[src/rtl/sram_bridge.sv]
// Serves the fetch and data request ports from one asynchronous 32-bit SRAM, one access at a time.
// Data has priority over fetch. Every SRAM-facing output and both valids come straight from flops.
module sram_bridge #(
    parameter int ADDR_W    = 20,
    parameter int RD_CYCLES = 2,
    parameter int WR_CYCLES = 3
) (
    input  logic              clk,
    input  logic              rst,
    input  logic              inst_req,
    input  logic [31:0]       inst_addr,
    output logic [31:0]       inst_rdata,
    output logic              inst_valid,
    input  logic              data_req,
    input  logic              data_we,
    input  logic [31:0]       data_addr,
    input  logic [31:0]       data_wdata,
    input  logic [3:0]        data_be,
    output logic [31:0]       data_rdata,
    output logic              data_valid,
    output logic              stall,
    output logic [ADDR_W-1:0] sram_addr,
    output logic [31:0]       sram_dq_o,
    output logic              sram_dq_oe,
    input  logic [31:0]       sram_dq_i,
    output logic              sram_ce_n,
    output logic              sram_oe_n,
    output logic              sram_we_n,
    output logic [3:0]        sram_be_n
);
    localparam int MAX_CYC = (RD_CYCLES > WR_CYCLES) ? RD_CYCLES : WR_CYCLES;
    localparam int CNT_W   = $clog2(MAX_CYC) + 1;
    localparam logic [CNT_W-1:0] RD_LAST = CNT_W'(RD_CYCLES - 1);
    localparam logic [CNT_W-1:0] WR_LAST = CNT_W'(WR_CYCLES - 1);

    typedef enum logic [2:0] {S_IDLE, S_READ, S_WRITE, S_WREC, S_DONE} state_e;

    state_e            state_q, state_d;
    logic [CNT_W-1:0]  cnt_q, cnt_d;
    logic              owner_data_q, owner_data_d;
    logic [ADDR_W-1:0] addr_q, addr_d;
    logic [31:0]       dq_o_q, dq_o_d;
    logic              dq_oe_q, dq_oe_d;
    logic              ce_n_q, ce_n_d;
    logic              oe_n_q, oe_n_d;
    logic              we_n_q, we_n_d;
    logic [3:0]        be_n_q, be_n_d;
    logic [31:0]       inst_rdata_q, inst_rdata_d;
    logic [31:0]       data_rdata_q, data_rdata_d;
    logic              inst_valid_q, inst_valid_d;
    logic              data_valid_q, data_valid_d;

    logic inst_elig, data_elig;
    logic unused_addr_bits;

    // A request still high in its own completion cycle is not a new request.
    assign inst_elig = inst_req & ~inst_valid_q;
    assign data_elig = data_req & ~data_valid_q;
    assign stall     = inst_elig | data_elig;

    assign unused_addr_bits = ^{inst_addr[31:ADDR_W+2], inst_addr[1:0],
                                data_addr[31:ADDR_W+2], data_addr[1:0]};

    always_comb begin
        state_d      = state_q;
        cnt_d        = cnt_q;
        owner_data_d = owner_data_q;
        addr_d       = addr_q;
        dq_o_d       = dq_o_q;
        dq_oe_d      = dq_oe_q;
        ce_n_d       = ce_n_q;
        oe_n_d       = oe_n_q;
        we_n_d       = we_n_q;
        be_n_d       = be_n_q;
        inst_rdata_d = inst_rdata_q;
        data_rdata_d = data_rdata_q;
        inst_valid_d = 1'b0;
        data_valid_d = 1'b0;
        unique case (state_q)
            S_IDLE: begin
                cnt_d = '0;
                if (data_elig) begin
                    owner_data_d = 1'b1;
                    addr_d       = data_addr[ADDR_W+1:2];
                    if (data_we && data_be == 4'b0000) begin
                        state_d      = S_DONE;
                        data_valid_d = 1'b1;
                    end else if (data_we) begin
                        state_d = S_WRITE;
                        dq_o_d  = data_wdata;
                        dq_oe_d = 1'b1;
                        ce_n_d  = 1'b0;
                        we_n_d  = 1'b0;
                        be_n_d  = ~data_be;
                    end else begin
                        state_d = S_READ;
                        ce_n_d  = 1'b0;
                        oe_n_d  = 1'b0;
                        be_n_d  = 4'b0000;
                    end
                end else if (inst_elig) begin
                    owner_data_d = 1'b0;
                    addr_d       = inst_addr[ADDR_W+1:2];
                    state_d      = S_READ;
                    ce_n_d       = 1'b0;
                    oe_n_d       = 1'b0;
                    be_n_d       = 4'b0000;
                end
            end
            S_READ: begin
                if (cnt_q == RD_LAST) begin
                    state_d = S_DONE;
                    ce_n_d  = 1'b1;
                    oe_n_d  = 1'b1;
                    be_n_d  = 4'hF;
                    if (owner_data_q) begin
                        data_rdata_d = sram_dq_i;
                        data_valid_d = 1'b1;
                    end else begin
                        inst_rdata_d = sram_dq_i;
                        inst_valid_d = 1'b1;
                    end
                end else begin
                    cnt_d = cnt_q + CNT_W'(1);
                end
            end
            S_WRITE: begin
                if (cnt_q == WR_LAST) begin
                    // Strobes release here; dq_oe stays up one more cycle for data hold.
                    state_d = S_WREC;
                    ce_n_d  = 1'b1;
                    we_n_d  = 1'b1;
                    be_n_d  = 4'hF;
                end else begin
                    cnt_d = cnt_q + CNT_W'(1);
                end
            end
            S_WREC: begin
                state_d      = S_DONE;
                dq_oe_d      = 1'b0;
                data_valid_d = owner_data_q;
                inst_valid_d = ~owner_data_q;
            end
            S_DONE:  state_d = S_IDLE;
            default: state_d = S_IDLE;
        endcase
    end

    // NOTE: sequential state uses non-blocking assignments so every flop samples pre-edge values.
    always_ff @(posedge clk or negedge rst) begin
        if (!rst) begin
            state_q      <= S_IDLE;
            cnt_q        <= '0;
            owner_data_q <= 1'b0;
            addr_q       <= '0;
            dq_o_q       <= '0;
            dq_oe_q      <= 1'b0;
            ce_n_q       <= 1'b1;
            oe_n_q       <= 1'b1;
            we_n_q       <= 1'b1;
            be_n_q       <= 4'hF;
            inst_rdata_q <= '0;
            data_rdata_q <= '0;
            inst_valid_q <= 1'b0;
            data_valid_q <= 1'b0;
        end else begin
            state_q      <= state_d;
            cnt_q        <= cnt_d;
            owner_data_q <= owner_data_d;
            addr_q       <= addr_d;
            dq_o_q       <= dq_o_d;
            dq_oe_q      <= dq_oe_d;
            ce_n_q       <= ce_n_d;
            oe_n_q       <= oe_n_d;
            we_n_q       <= we_n_d;
            be_n_q       <= be_n_d;
            inst_rdata_q <= inst_rdata_d;
            data_rdata_q <= data_rdata_d;
            inst_valid_q <= inst_valid_d;
            data_valid_q <= data_valid_d;
        end
    end

    assign inst_rdata = inst_rdata_q;
    assign inst_valid = inst_valid_q;
    assign data_rdata = data_rdata_q;
    assign data_valid = data_valid_q;
    assign sram_addr  = addr_q;
    assign sram_dq_o  = dq_o_q;
    assign sram_dq_oe = dq_oe_q;
    assign sram_ce_n  = ce_n_q;
    assign sram_oe_n  = oe_n_q;
    assign sram_we_n  = we_n_q;
    assign sram_be_n  = be_n_q;

endmodule
[config.mk]
export PLATFORM = sky130hd
export DESIGN_NAME = sram_bridge
export DESIGN_NICKNAME = d
export VERILOG_FILES = /design/src/rtl/sram_bridge.sv
export SDC_FILE = /design/constraint.sdc
export NUM_CORES = 1
export LEC_CHECK = 0
export ABC_CLOCK_PERIOD_IN_PS = 2200
export BUFFER_PORTS_ARGS = -buffer_cell sky130_fd_sc_hd__clkbuf_2
export CORE_MARGIN = 2
export CORE_UTILIZATION = 25
export DETAILED_ROUTE_END_ITERATION = 6
export GPL_TIMING_DRIVEN = 0
export PLACE_DENSITY = 0.59
export SETUP_SLACK_MARGIN = 0.1
export SLEW_MARGIN = 20
export SYNTH_ARGS = -nofsm -noshare
export SYNTH_HDL_FRONTEND = slang
export SYNTH_SLANG_ARGS = --single-unit
[constraint.sdc]
create_clock -name clk -period 2.2 [get_ports clk]
set_input_delay 0 -clock clk [delete_from_list [all_inputs] [get_ports clk]]
set_output_delay 0 -clock clk [all_outputs]
set_load 0.02 [all_outputs]
---- After elaboration in Yosys (flattened, before gate mapping) ----
Index checks and enable logic that the tools add are counted.
storage, ports and cells
  register bits after elaboration ......... 133
  output and inout bits ................... 127
  input port bits ......................... 137
  word-level logic and storage cells ...... 102
cells by class
  reduce and logical (&&, ||, !) cells .... 18
  equality and inequality tests ........... 15
  $add $sub $neg .......................... 1
  mux-type cells .......................... 46
  bitwise operators ....................... 8
operators by type and width
  kind                                            count
  two-way mux 20 bit                              2
  two-way mux 4 bit                               6
  two-way mux 1 bit                               21
  two-way mux 3 bit                               7
  AND reduction 5 bit                             3
  inequality test 2 bit (second input constant)   7
  case mux 3 bit (4 select lines)                 1
  case mux 4 bit (3 select lines)                 1
  AND reduction 3 bit                             4
  == test 3 x 2 -> 1 bit (second input constant)  3
  inequality test 3 bit (second input constant)   3
  case mux 3 bit (3 select lines)                 1
  case mux 1 bit (2 select lines)                 4
  AND reduction 4 bit                             2
  nonzero test 2 bit                              4
  == test 3 x 1 -> 1 bit (second input constant)  2
  case mux 1 bit (3 select lines)                 2
  logical NOT 4 bit                               1
  NOT 1 bit                                       4
  NOT 4 bit                                       1
  adder 3 x 1 -> 3 bit (second input constant)    1
  logical NOT 3 bit                               1
  nonzero test 3 bit                              1
  bitwise AND 1 bit                               2
  other kinds (4)                                 4

---- Longest topological paths before layout ----
  depth after elaboration ................. 5
  mapped depth ............................ 7
  gate-level depth less buffers ........... 6

---- Least setup slack after synthesis ----
No wires, ideal clock.
  kind .................................... reg-to-reg
  from .................................... register data_valid_q, in the netlist data_valid
  to ...................................... register dq_o_q[0], in the netlist sram_dq_o[0]
  arrival ................................. 1.835 ns
  library setup time ...................... 0.125 ns
  stages on the path, launching flop included .. 5
  slack ................................... 0.240 ns
  period minus slack after synthesis ...... 1.960 ns
  buffers on the path ..................... 1
  required time ........................... 2.075 ns
  cell sequence ........................... dfrtp_1 nand3b_2 nor4b_4 buf_6 mux2_2
on the way
  word-level cells in the longest chain between the ends .. 3
ends and longest elaborated chain
  what                           line  source
  start: declaration             51    logic data_valid_q, data_valid_d;
  start signal: assignment       180   data_valid_q <= data_valid_d;
  NOT 1 bit                      58    assign data_elig = data_req & ~data_valid_q;
  bitwise AND 1 bit              58
  AND reduction 4 bit (no line)  --
  end signal: assignment         171   dq_o_q <= dq_o_d;
  end: declaration               42    logic [31:0] dq_o_q, dq_o_d;
Every way passes these cells.
A chain may end at the register's enable or synchronous reset.

---- Worst setup path in the final report ----
  from .................................... register state_q[0]
  to ...................................... register dq_o_q[22], in the netlist sram_dq_o[22]
on the way
  word-level cells in the longest chain between the ends .. 2
ends and longest elaborated chain
  what                           line  source
  start: declaration             38    state_e state_q, state_d;
  start signal: assignment       167   state_q <= state_d;
  logical NOT 3 bit              79    unique case (state_q)
  AND reduction 4 bit (no line)  --
Every way passes these cells.

==> qor_table.md <==
| Metric | Value |
|:---|:---|
| Setup crit start kind | register |
| Slowest library cell on the worst path | dfrtp_1 |
| Final cell count without fillers | 1046 |
| GRT overflow | 0 |
| Post-layout instance area | 8800 sq um |
| Endpoints failing hold | 0 |
| Detail Placement HPWL | 9820 um |
| Area Growth Syn to Fin | 62.2% |
| List of cells traversed by the critical path | or2_0 > clkbuf_1 > nor4b_4 > buf_4 > buf_6 > mux2_2 |
| Pwr per Cell Area | 1460 nW/um^2 |
| Worst slack, placed | -0.0126 ns |
| Routed wirelength normalized by instance count | 14.3 um |
| Via Count | 4467 |
| Number of H-tree levels | 4 |
| Worst hold path stage count | 4 |
| Via count of the first global-routing pass | 4766 |
| TNS Setup | 0 ns |
| Core ar. | 21200 sq um |
| Detail-routed via count per cell | 4.27 |
| Mean post-synth cell area | 14.1 sq um |
| Clock root buffer | clkbuf_16 |
| Combined area of all synthesized cells | 5430 sq um |
| IO Pins | 264 |
| RSZ-0062 raised after global routing | no |
| Number of nets in the finished design | 898 |
| Hold path start | inst_req |
| Distinct cells, synth | 43 |
| Worst-skew pair later-pin latency | 0.41 ns |
| Clock buffers created by TritonCTS | 17 |
| First DRT Iteration DRCs | 116 |
| Max Cap Viol | 0 |
| Leakage power | 4.27 nW |
| Clk buf depth | 2 |
| Endpoint required time on the critical path | 2.49 ns |
| Starting Density | 25.6% |
| Worst clock skew | 0.00640 ns |
| Number of warnings reported in the yosys synthesis log | 0 |
| Fraction of synthesis flops using an asynchronous set or reset pin | 100% |
| Synth Register Bits | 133 |
| Class of the tightest hold or removal check | in2reg |
| Logic depth of the worst path, buffers included | 6 |
| Data arrival at the endpoint of the critical path | 2.23 ns |
| Die outline area | 22900 sq um |
| Tightest slew margin relative to the limit | 49.1% |
| Seq/Total Area, Yosys | 61.5% |
| RD Place Congestion | 0.751 |
| Cell row count | 53 |
| Worst Max-Slew Pin Slew | 0.764 ns |
| CP Class | reg2reg |
| Share of final-layout standard cells stronger than drive strength 1 | 52.4% |
| Most used flip-flop cell after synthesis | dfrtp_1 |
| Top library cells by usage in the layout, fill and taps aside | clkbuf_2, dfrtp_1, dlygate4sd3_1, mux2_2, nand2_1 |
| Placement Cell Area | 7000 sq um |
| Peak per-stage delay on the critical path | 0.39 ns |
| Number of nets in the synthesized netlist | 526 |
| Biggest fanout along the worst timing path | 10 |
| Number of enable flip-flop cells after synthesis | 0 |
| Sink of the worst hold path | state_q[2] |
| Count of buffers from port buffering | 239 |
| Flop-to-flop setup slack | 0.26 ns |
| Status | finished, final reports clean |
| Detailed-routing iteration count for the pre-antenna-repair pass | 4 |
| Number of instances in the placed design | 901 |
| Crit-path leading delay family | buffers and inverters |
| Vertical extent of the die | 151 um |
| Clock period minus worst slack | 1.94 ns |
| Maximum number of pins on one net before global-route repair | 70 |
| WHS | 0.0773 ns |
| Wire length of the first global-routing pass | 23500 um |
| Die Span X | 151 um |
| FF-to-FF End | sram_dq_o[22] |
| IR Drop Worst-Case VDD | 0.000687 V |
| Start of the worst register-to-register path | state_q[0] |
| Most common cell after layout, fill and taps aside | clkbuf_2 |
| Final setup violation count | 0 |
| Worst path setup slack after routing | 0.260 ns |
| Clock tree from TritonCTS | built |
| Crit path capture type | register |
| ANT cells | 0 |
| CP bufs+invs | 3 |
| GR Util All Layers | 13.3% |
| Clk slew on worst S/H paths | 0.06 ns |
| Number of clock sinks | 133 |
| Fin crit share | 88.2% |
| Total wire length after detailed routing | 15000 um |
| Filler cell count | 1958 |
| DRC errors left | 0 |
| Number of instances in the synthesized netlist | 386 |
| Number of cell instances on the worst register-to-register path | 6 |
| Number of antenna violations at the first check in global routing | 0 |
| F_max | 516 MHz |
| Max-slew violation count | 0 |
| ANT nets after route | 0 |
==> worst register-to-register path: stages, from the launching register on <==
cell	delay (ns)
dfrtp_1	0.39
or2_0	0.22
clkbuf_1	0.19
nor4b_4	0.28
buf_4	0.22
buf_6	0.17
mux2_2	0.35
==> per-stage QoR <==
step / util, % / total power (W)
global placement: 32.9 / 0.00960
finish: 41.6 / 0.0129
global route: 41.6 / 0.0137
CTS: 41.3 / 0.0130
floorplan: - / 0.00776
detailed placement: 33.1 / 0.00969
==> registers in the layout, indices dropped and copies added, names as in the netlist <==
register,count
data_rdata,32
inst_rdata,32
sram_dq_o,32
sram_addr,20
sram_be_n,4
cnt_q,3
state_q,3
data_valid,1
inst_valid,1
owner_data_q,1
sram_ce_n,1
sram_dq_oe,1
sram_oe_n,1
sram_we_n,1
==> final cells by class <==
type	instances	area, sq um	share of cell area, %
Inverter	5	18.8	0.213
Tap cell	275	344	3.91
Clock buffer	21	480	5.46
Sequential cell	133	3340	37.9
Clock inverter	11	146	1.66
Multi-Input combinational cell	226	1960	22.3
Timing Repair Buffer	354	2360	26.8
Buffer	21	148	1.68
==> cell usage after synthesis, types with 3 or more instances <==
library cell,number,area [sq um]
nor2b_1,3,18.8
mux2_2,95,1070
nor2_1,12,45.0
buf_4,3,22.5
mux2i_1,20,200
inv_1,5,18.8
nand2_1,25,93.8
a21o_1,4,30.0
o31ai_1,3,22.5
clkbuf_1,11,41.3
buf_6,3,33.8
dfstp_2,7,184
o21ai_0,22,110
ha_1,3,37.5
or2_2,3,18.8
nand2b_1,5,31.3
buf_2,3,15.0
o22a_1,5,43.8
dfrtp_1,126,3150
==> layer usage <==
metal	up-vias	wire length, um	track usage [%]	part of all wire, %
met5	-	0	0	0
met4	0	340	5.14	2.3
met3	25	1120	5.21	7.5
met2	175	7420	23.1	50
met1	2141	6090	14.7	41
li1	2126	-	-	-
==> where the power goes <==
group / internal, W / switching [W] / total [W]
clock: 0.00191 / 0.00109 / 0.00299
sequential: 0.00372 / 0.000643 / 0.00436
combinational: 0.00232 / 0.00319 / 0.00550
total: 0.00794 / 0.00491 / 0.0129
==> repair_timing <==
item | 4_1_cts | 5_1_grt
resized for setup | 2 | 19
hold buffers | 109 | 0
endpoints found under the setup margin | 61 | 81
hold endpoints to repair | 184 | 0
setup buffers | 2 | 3
pin swaps | 1 | 1
==> kinds of logic after synthesis <==
| logic type | share of synthesized area (%) |
|---|---|
| flops | 61.5 |
| mux | 23.6 |
| simple gates | 5.97 |
| compound gates | 5.47 |
| buf+inv | 2.58 |
| fa+ha+maj | 0.692 |
| xor+xnor | 0.161 |
==> how the worst max path moves through the flow <==
| stage | endpoint | start | slack [ns] |
|---|---|---|---|
| after floorplan | sram_dq_o[0] | data_valid | 0.24 |
| after global placement | data_rdata[5] | rst | -1.19 |
| after detailed placement | sram_dq_o[8] | data_valid | -0.01 |
| after CTS | inst_rdata[13] | state_q[2] | 0.08 |
| after global routing | data_rdata[13] | cnt_q[1] | 0.09 |
| final | sram_dq_o[22] | state_q[0] | 0.26 |
No activity file was read; power rests on OpenSTA's default activity.
